## config.mk

```make
export PLATFORM = sky130hd
export DESIGN_NAME = sobel_gradient_flat
export DESIGN_NICKNAME = d
export VERILOG_FILES = /design/src/rtl/sobel_gradient_if.sv /design/src/rtl/sobel_gradient.sv /design/src/flat_wrapper.sv
export SDC_FILE = /design/constraint.sdc
export NUM_CORES = 1
export LEC_CHECK = 0
export ABC_AREA = 1
export BUFFER_PORTS_ARGS = -buffer_cell sky130_fd_sc_hd__buf_2
export CAP_MARGIN = 20
export CORE_MARGIN = 8
export CORE_UTILIZATION = 60
export CTS_CLUSTER_DIAMETER = 200
export DETAILED_ROUTE_END_ITERATION = 16
export GPL_TIMING_DRIVEN = 0
export PLACE_DENSITY = 0.82
export SLEW_MARGIN = 20
export SYNTH_ARGS = -nofsm -noshare
export SYNTH_HDL_FRONTEND = slang
export SYNTH_SLANG_ARGS = --single-unit
```

## constraint.sdc

```tcl
create_clock -name clk -period 5.8 [get_ports clk]
set_input_delay 1.74 -clock clk [delete_from_list [all_inputs] [get_ports clk]]
set_output_delay 1.74 -clock clk [all_outputs]
set_load 0.005 [all_outputs]
```

## src/rtl/sobel_gradient_if.sv

```systemverilog
// Pixel-stream bundle between the window generator, the Sobel gradient stage
// and the image writer.
//   input_window      : 3x3 window, p_rc at [(3r+c)*PX_SIZE +: PX_SIZE]
//   input_data_valid  : window valid this cycle
//   output_data       : gradient pixel
//   output_data_valid : output_data valid this cycle
// master = stimulus side (drives the window), slave = gradient stage.
interface sobel_gradient_if #(
  parameter int unsigned PX_SIZE = 8
);
  logic [9*PX_SIZE-1:0] input_window;
  logic                 input_data_valid;
  logic [PX_SIZE-1:0]   output_data;
  logic                 output_data_valid;

  modport master (
    output input_window,
    output input_data_valid,
    input  output_data,
    input  output_data_valid
  );

  modport slave (
    input  input_window,
    input  input_data_valid,
    output output_data,
    output output_data_valid
  );
endinterface

```

## src/rtl/sobel_gradient.sv

```systemverilog
// Three-stage Sobel gradient-magnitude pipeline: |Gx| + |Gy| saturated to
// pixel width, border pixels forced to zero, optional binarisation.
// Ports:
//   clk    : rising-edge clock
//   resetn : synchronous active-low reset
//   bus    : sobel_gradient_if slave (window in, gradient pixel out)
// Latency is three registers; one window per cycle, no backpressure.
module sobel_gradient #(
  parameter int unsigned PX_SIZE      = 8,
  parameter int unsigned IMAGE_WIDTH  = 64,
  parameter int unsigned IMAGE_HEIGHT = 64,
  parameter int unsigned THRESHOLD    = 0
) (
  input  logic            clk,
  input  logic            resetn,
  sobel_gradient_if.slave bus
);

  localparam int unsigned SUM_W = PX_SIZE + 2;
  localparam int unsigned DIF_W = PX_SIZE + 3;
  localparam int unsigned COL_W = $clog2(IMAGE_WIDTH);
  localparam int unsigned ROW_W = $clog2(IMAGE_HEIGHT);
  localparam logic [COL_W-1:0]   COL_LAST = COL_W'(IMAGE_WIDTH - 1);
  localparam logic [ROW_W-1:0]   ROW_LAST = ROW_W'(IMAGE_HEIGHT - 1);
  localparam logic [PX_SIZE-1:0] PX_MAX   = '1;

  logic [PX_SIZE-1:0] p [9];
  logic               unused_centre;

  // Window unpack; index 3r+c
  always_comb begin
    for (int i = 0; i < 9; i++) begin
      p[i] = bus.input_window[i*PX_SIZE +: PX_SIZE];
    end
  end

  // The centre pixel carries zero weight in both kernels
  assign unused_centre = ^p[4];

  logic [COL_W-1:0] col;
  logic [ROW_W-1:0] row;
  logic             border;

  assign border = (col == '0) || (col == COL_LAST) ||
                  (row == '0) || (row == ROW_LAST);

  // Stage 1: positive/negative kernel halves
  logic [SUM_W-1:0] xp_c, xn_c, yp_c, yn_c;
  logic [SUM_W-1:0] xp1, xn1, yp1, yn1;
  logic             b1, v1;

  always_comb begin
    xp_c = SUM_W'(p[2]) + (SUM_W'(p[5]) << 1) + SUM_W'(p[8]);
    xn_c = SUM_W'(p[0]) + (SUM_W'(p[3]) << 1) + SUM_W'(p[6]);
    yp_c = SUM_W'(p[6]) + (SUM_W'(p[7]) << 1) + SUM_W'(p[8]);
    yn_c = SUM_W'(p[0]) + (SUM_W'(p[1]) << 1) + SUM_W'(p[2]);
  end

  // Stage 2: signed differences folded to magnitudes
  logic signed [DIF_W-1:0] gx_c, gy_c;
  logic        [SUM_W-1:0] ax_c, ay_c;
  logic        [SUM_W-1:0] ax2, ay2;
  logic                    b2, v2;

  always_comb begin
    gx_c = signed'(DIF_W'(xp1)) - signed'(DIF_W'(xn1));
    gy_c = signed'(DIF_W'(yp1)) - signed'(DIF_W'(yn1));
    ax_c = gx_c[DIF_W-1] ? SUM_W'(-gx_c) : SUM_W'(gx_c);
    ay_c = gy_c[DIF_W-1] ? SUM_W'(-gy_c) : SUM_W'(gy_c);
  end

  // Stage 3: sum, saturate, border mask, optional binarise
  logic [DIF_W-1:0]   mag_c;
  logic [PX_SIZE-1:0] sat_c;
  logic [PX_SIZE-1:0] pix_c;
  logic [PX_SIZE-1:0] out_data;
  logic               out_valid;

  always_comb begin
    mag_c = DIF_W'(ax2) + DIF_W'(ay2);
    sat_c = (mag_c > DIF_W'(PX_MAX)) ? PX_MAX : mag_c[PX_SIZE-1:0];
    pix_c = '0;
    if (b2) begin
      pix_c = '0;
    end else if (THRESHOLD == 0) begin
      pix_c = sat_c;
    end else begin
      pix_c = (32'(sat_c) >= THRESHOLD) ? PX_MAX : '0;
    end
  end

  // Control: valid shift, position counters, output register
  always_ff @(posedge clk) begin
    if (!resetn) begin
      v1        <= 1'b0;
      v2        <= 1'b0;
      out_valid <= 1'b0;
      out_data  <= '0;
      col       <= '0;
      row       <= '0;
    end else begin
      v1        <= bus.input_data_valid;
      v2        <= v1;
      out_valid <= v2;
      if (v2) begin
        out_data <= pix_c;
      end
      if (bus.input_data_valid) begin
        if (col == COL_LAST) begin
          col <= '0;
          row <= (row == ROW_LAST) ? '0 : row + ROW_W'(1);
        end else begin
          col <= col + COL_W'(1);
        end
      end
    end
  end

  // Datapath registers; only loaded when their stage holds a live window
  always_ff @(posedge clk) begin
    if (bus.input_data_valid) begin
      xp1 <= xp_c;
      xn1 <= xn_c;
      yp1 <= yp_c;
      yn1 <= yn_c;
      b1  <= border;
    end
    if (v1) begin
      ax2 <= ax_c;
      ay2 <= ay_c;
      b2  <= b1;
    end
  end

  assign bus.output_data       = out_data;
  assign bus.output_data_valid = out_valid;

endmodule

```

## src/flat_wrapper.sv

```systemverilog
// flat-port wrapper written by rule: the top's interface ports become plain ports
module sobel_gradient_flat 
#(
  parameter int unsigned PX_SIZE      = 8,
  parameter int unsigned IMAGE_WIDTH  = 64,
  parameter int unsigned IMAGE_HEIGHT = 64,
  parameter int unsigned THRESHOLD    = 0
)
  (clk, resetn, bus_input_window, bus_input_data_valid, bus_output_data, bus_output_data_valid);
  sobel_gradient_if #(.PX_SIZE(PX_SIZE)) bus_i ();
  input  logic clk;
  input  logic resetn;
  input wire logic [$bits(bus_i.input_window)-1:0] bus_input_window;
  input wire logic [$bits(bus_i.input_data_valid)-1:0] bus_input_data_valid;
  output wire logic [$bits(bus_i.output_data)-1:0] bus_output_data;
  output wire logic [$bits(bus_i.output_data_valid)-1:0] bus_output_data_valid;
  assign bus_i.input_window = bus_input_window;
  assign bus_i.input_data_valid = bus_input_data_valid;
  assign bus_output_data = bus_i.output_data;
  assign bus_output_data_valid = bus_i.output_data_valid;
  sobel_gradient #(.PX_SIZE(PX_SIZE), .IMAGE_WIDTH(IMAGE_WIDTH), .IMAGE_HEIGHT(IMAGE_HEIGHT), .THRESHOLD(THRESHOLD)) u_core (.clk(clk), .resetn(resetn), .bus(bus_i));
endmodule
```

==> key figures <==
Status
  – Status: complete, no violations

Timing
  – Minimum clock period: 3840 ps
  – Max Clk Rate: 260 MHz
  – RSZ-0062 raised after global routing: no
  – Final hold viol count: 0
  – Worst Slack Setup Final: 1960 ps
  – Worst-margin pin slew: 1040 ps
  – Final-report setup violation count: 0
  – Final hold slack: 430 ps
  – Clock skew: 4.40 ps
  – Pins Over Slew Limit: 0
  – Setup_tns: 0 ps
  – Period Utilization, post-route: 0.662
  – Slew HR: 0.310

Power and ir drop
  – Leak pwr: 3.76 nW
  – Maximum vdd drop: 0.282 mV
  – PnR Total Power: 3.18 mW
  – Flop pwr share: 0.283
  – Switch share: 0.432
  – Pint: 1.81 mW
  – Clock power share: 0.180
  – PD cells: 412 nW/um^2
  – Part of the power in combinational logic: 0.537
  – Net Sw Power: 1.38 mW

Layout
  – Diode count: 0
  – Fill cells: 900
  – Area delta synth->final: 12.3%
  – Fraction of layout cells with a size suffix above 1: 0.130
  – Most common cell after layout, fill and taps aside: nand2_1
  – Fin util: 0.682
  – Final #Nets: 1,075
  – Highest-count cells in the layout ignoring fill and taps: nand2_1 (188), inv_1 (135), buf_2 (75), ha_1 (72), edfxtp_1 (62)
  – Final Non-Filler Cells: 1,041
  – Design Area, Final: 7720 sq um

Yosys
  – Synth warn: 0
  – Post-synth ARST share: 0
  – Yosys cell types: 36
  – Synth Area per Inst: 8.50 sq um
  – Post-synth EDFFs: 62
  – Sequential share of the synthesized area: 0.338
  – Synthesized cell area: 6870 sq um
  – Synth Register Bits: 85
  – Post-synthesis cell count: 808
  – Top FF cell, synth: edfxtp_1
  – Syn nets: 990

Min path
  – Hold/Removal Path Class: flip-flop to flip-flop

Floorplan
  – Core area: 11,300 sq um
  – Die area: 15,100 sq um
  – Die Y-Extent: 123 um
  – Initial core utilization: 0.607
  – Num ports: 84
  – Chip width: 123 um
  – # rows: 39

Global routing
  – GRT Util Overall: 0.212
  – Remaining Overflow, GRT: 0
  – GR peak layer: met2
  – Routing usage on met2: 0.397
  – Routing usage on met1: 0.227
  – Vias in the first global route: 5,764
  – Met3 Use GR: 0.0438
  – Antenna violations before repair: 0
  – Largest net degree at the start of global routing: 49
  – Global-route wire length before repair: 25,600 um

Placed design
  – Dpl ws: 1650 ps
  – Post-DP Area: 7420 sq um
  – # port buffers: 74
  – DP Cell Count: 1,025
  – Post-DP HPWL: 12,400 um
  – Global placement routability congestion: 0.879

Clock network
  – CTS H-tree lvls: 3
  – Post-CTS Resized: 0
  – CTS tree: built
  – CTS root buffer: clkbuf_16
  – Num CTS Buffers: 9
  – Post-CTS Setup Inserts: 0
  – Post-CTS Hold Fix Bufs: 0
  – Clk_lat worst skew: 340 ps
  – CTS Buffer Depth: 2
  – Reg clk slew, reported paths: 70 ps
  – CTS sink count: 85

Worst setup path
  – Worst setup path start: bus_input_window[49]
  – Max incr delay on CP: 600 ps
  – Setup crit end: u_core.yp1[9]
  – Setup CP Type: input port to flip-flop
  – Crit start category: input port
  – Worst Path Max Fanout: 2
  – R2r startpoint: u_core.yp1[0]
  – Register-to-register setup slack: 3390 ps
  – Sequence of cells on the critical path: buf_2 -> fa_1 -> ha_1 -> inv_1 -> fa_1 -> o21ai_0 -> nand2_1 -> nand2_1 -> a21oi_1 -> inv_1 -> a21oi_1 -> o21bai_1
  – Slowest CP cell: fa_1
  – Worst reg-to-reg path cell count: 13
  – Crit. End Element: flip-flop
  – RR Endpoint: u_core.ay2[7]
  – CP Data Arrival Time: 3990 ps
  – WP data required: 5950 ps

Job
  – Max_cap viols: 0

Routing
  – Initial DRC count: 291
  – Detailed-route vias per instance: 5.37
  – Drc violations: 0
  – Drt total wl: 15,100 um
  – Wire per inst: 14.5 um
  – Pre-antenna DRT Iters: 5
  – Antenna Nets Post-Route: 0
  – Via count: 5,593
-- layout make-up --
cell class              count  area, sq um  share of cell area
clock inverters             6         48.8             0.00632
inverters                 139          523              0.0677
clock buffers              10          250              0.0324
multi-input cells         581         4010               0.520
flip-flops and latches     85         2320               0.301
repair buffers             74          370              0.0480
well taps                 143          179              0.0232
plain buffers               3         12.5             0.00162
-- critical path, delay by kind of cell --
family | cells | cell delay, ps
and+or+nand+nor | 2 | 140
buffers and inverters | 3 | 250
adders and majority gates | 3 | 1200
AOI/OAI and AO/OA | 4 | 640
-- registers in the layout, indices dropped and copies added, names as in the netlist, 6 cells and up --
register,cells
u_core.row,6
u_core.ay2,10
u_core.yn1,10
u_core.yp1,10
u_core.col,6
u_core.xn1,10
u_core.xp1,10
u_core.bus.output_data,8
u_core.ax2,10
-- synthesized netlist by cell type (all sizes together) (2+ instances only) --
cell,n,area [sq um]
a211oi,2,15.0
a21oi,53,280
a31oi,4,25.0
clkbuf,2,7.51
clkinv,2,8.75
dfxtp,23,460
edfxtp,62,1860
fa,35,701
ha,72,901
inv,137,514
nand2,196,756
nand3,49,265
nand3b,8,60.1
nand4,24,150
nor2,47,184
nor3,10,60.1
nor3b,4,35.0
o211ai,4,30.0
o21ai,23,115
o21bai,3,22.5
xnor2,14,130
xor2,30,263
-- worst min-delay path by stage --
stage | start | endpoint | cells after the start
3_5_place_dp | u_core.b1 | u_core.b2 | 0
2_1_floorplan | u_core.b1 | u_core.b2 | 0
4_1_cts | u_core.v2 | u_core.bus.output_data_valid | 2
3_3_place_gp | u_core.v2 | u_core.bus.output_data_valid | 2
6_report | u_core.b1 | u_core.b2 | 0
5_1_grt | u_core.b1 | u_core.b2 | 0
-- power groups by stage --
stage,logic (mW),registers [mW],clock network (mW)
floorplan,1.34,0.890,0
global placement,1.63,0.908,0
detailed placement,1.67,0.916,0
CTS,1.70,0.904,0.579
global route,1.96,0.910,0.603
finish,1.71,0.900,0.574
-- routing by layer --
metal	vias up	share of wire
met5	-	0
met4	0	0.032
met3	33	0.051
met2	169	0.52
met1	2556	0.40
li1	2835	-
-- cell families (layout without fill, tap and decap cells) --
group	Yosys count	count (layout)	synth area share
AOI/OAI and AO/OA	91	91	0.0732
xor gates and xnor gates	44	44	0.0572
adders and majority gates	107	107	0.233
buffers and inverters	142	232	0.0779
DFF	85	85	0.338
and+or+nand+nor	339	339	0.221
(Power assumes the default switching activity.)
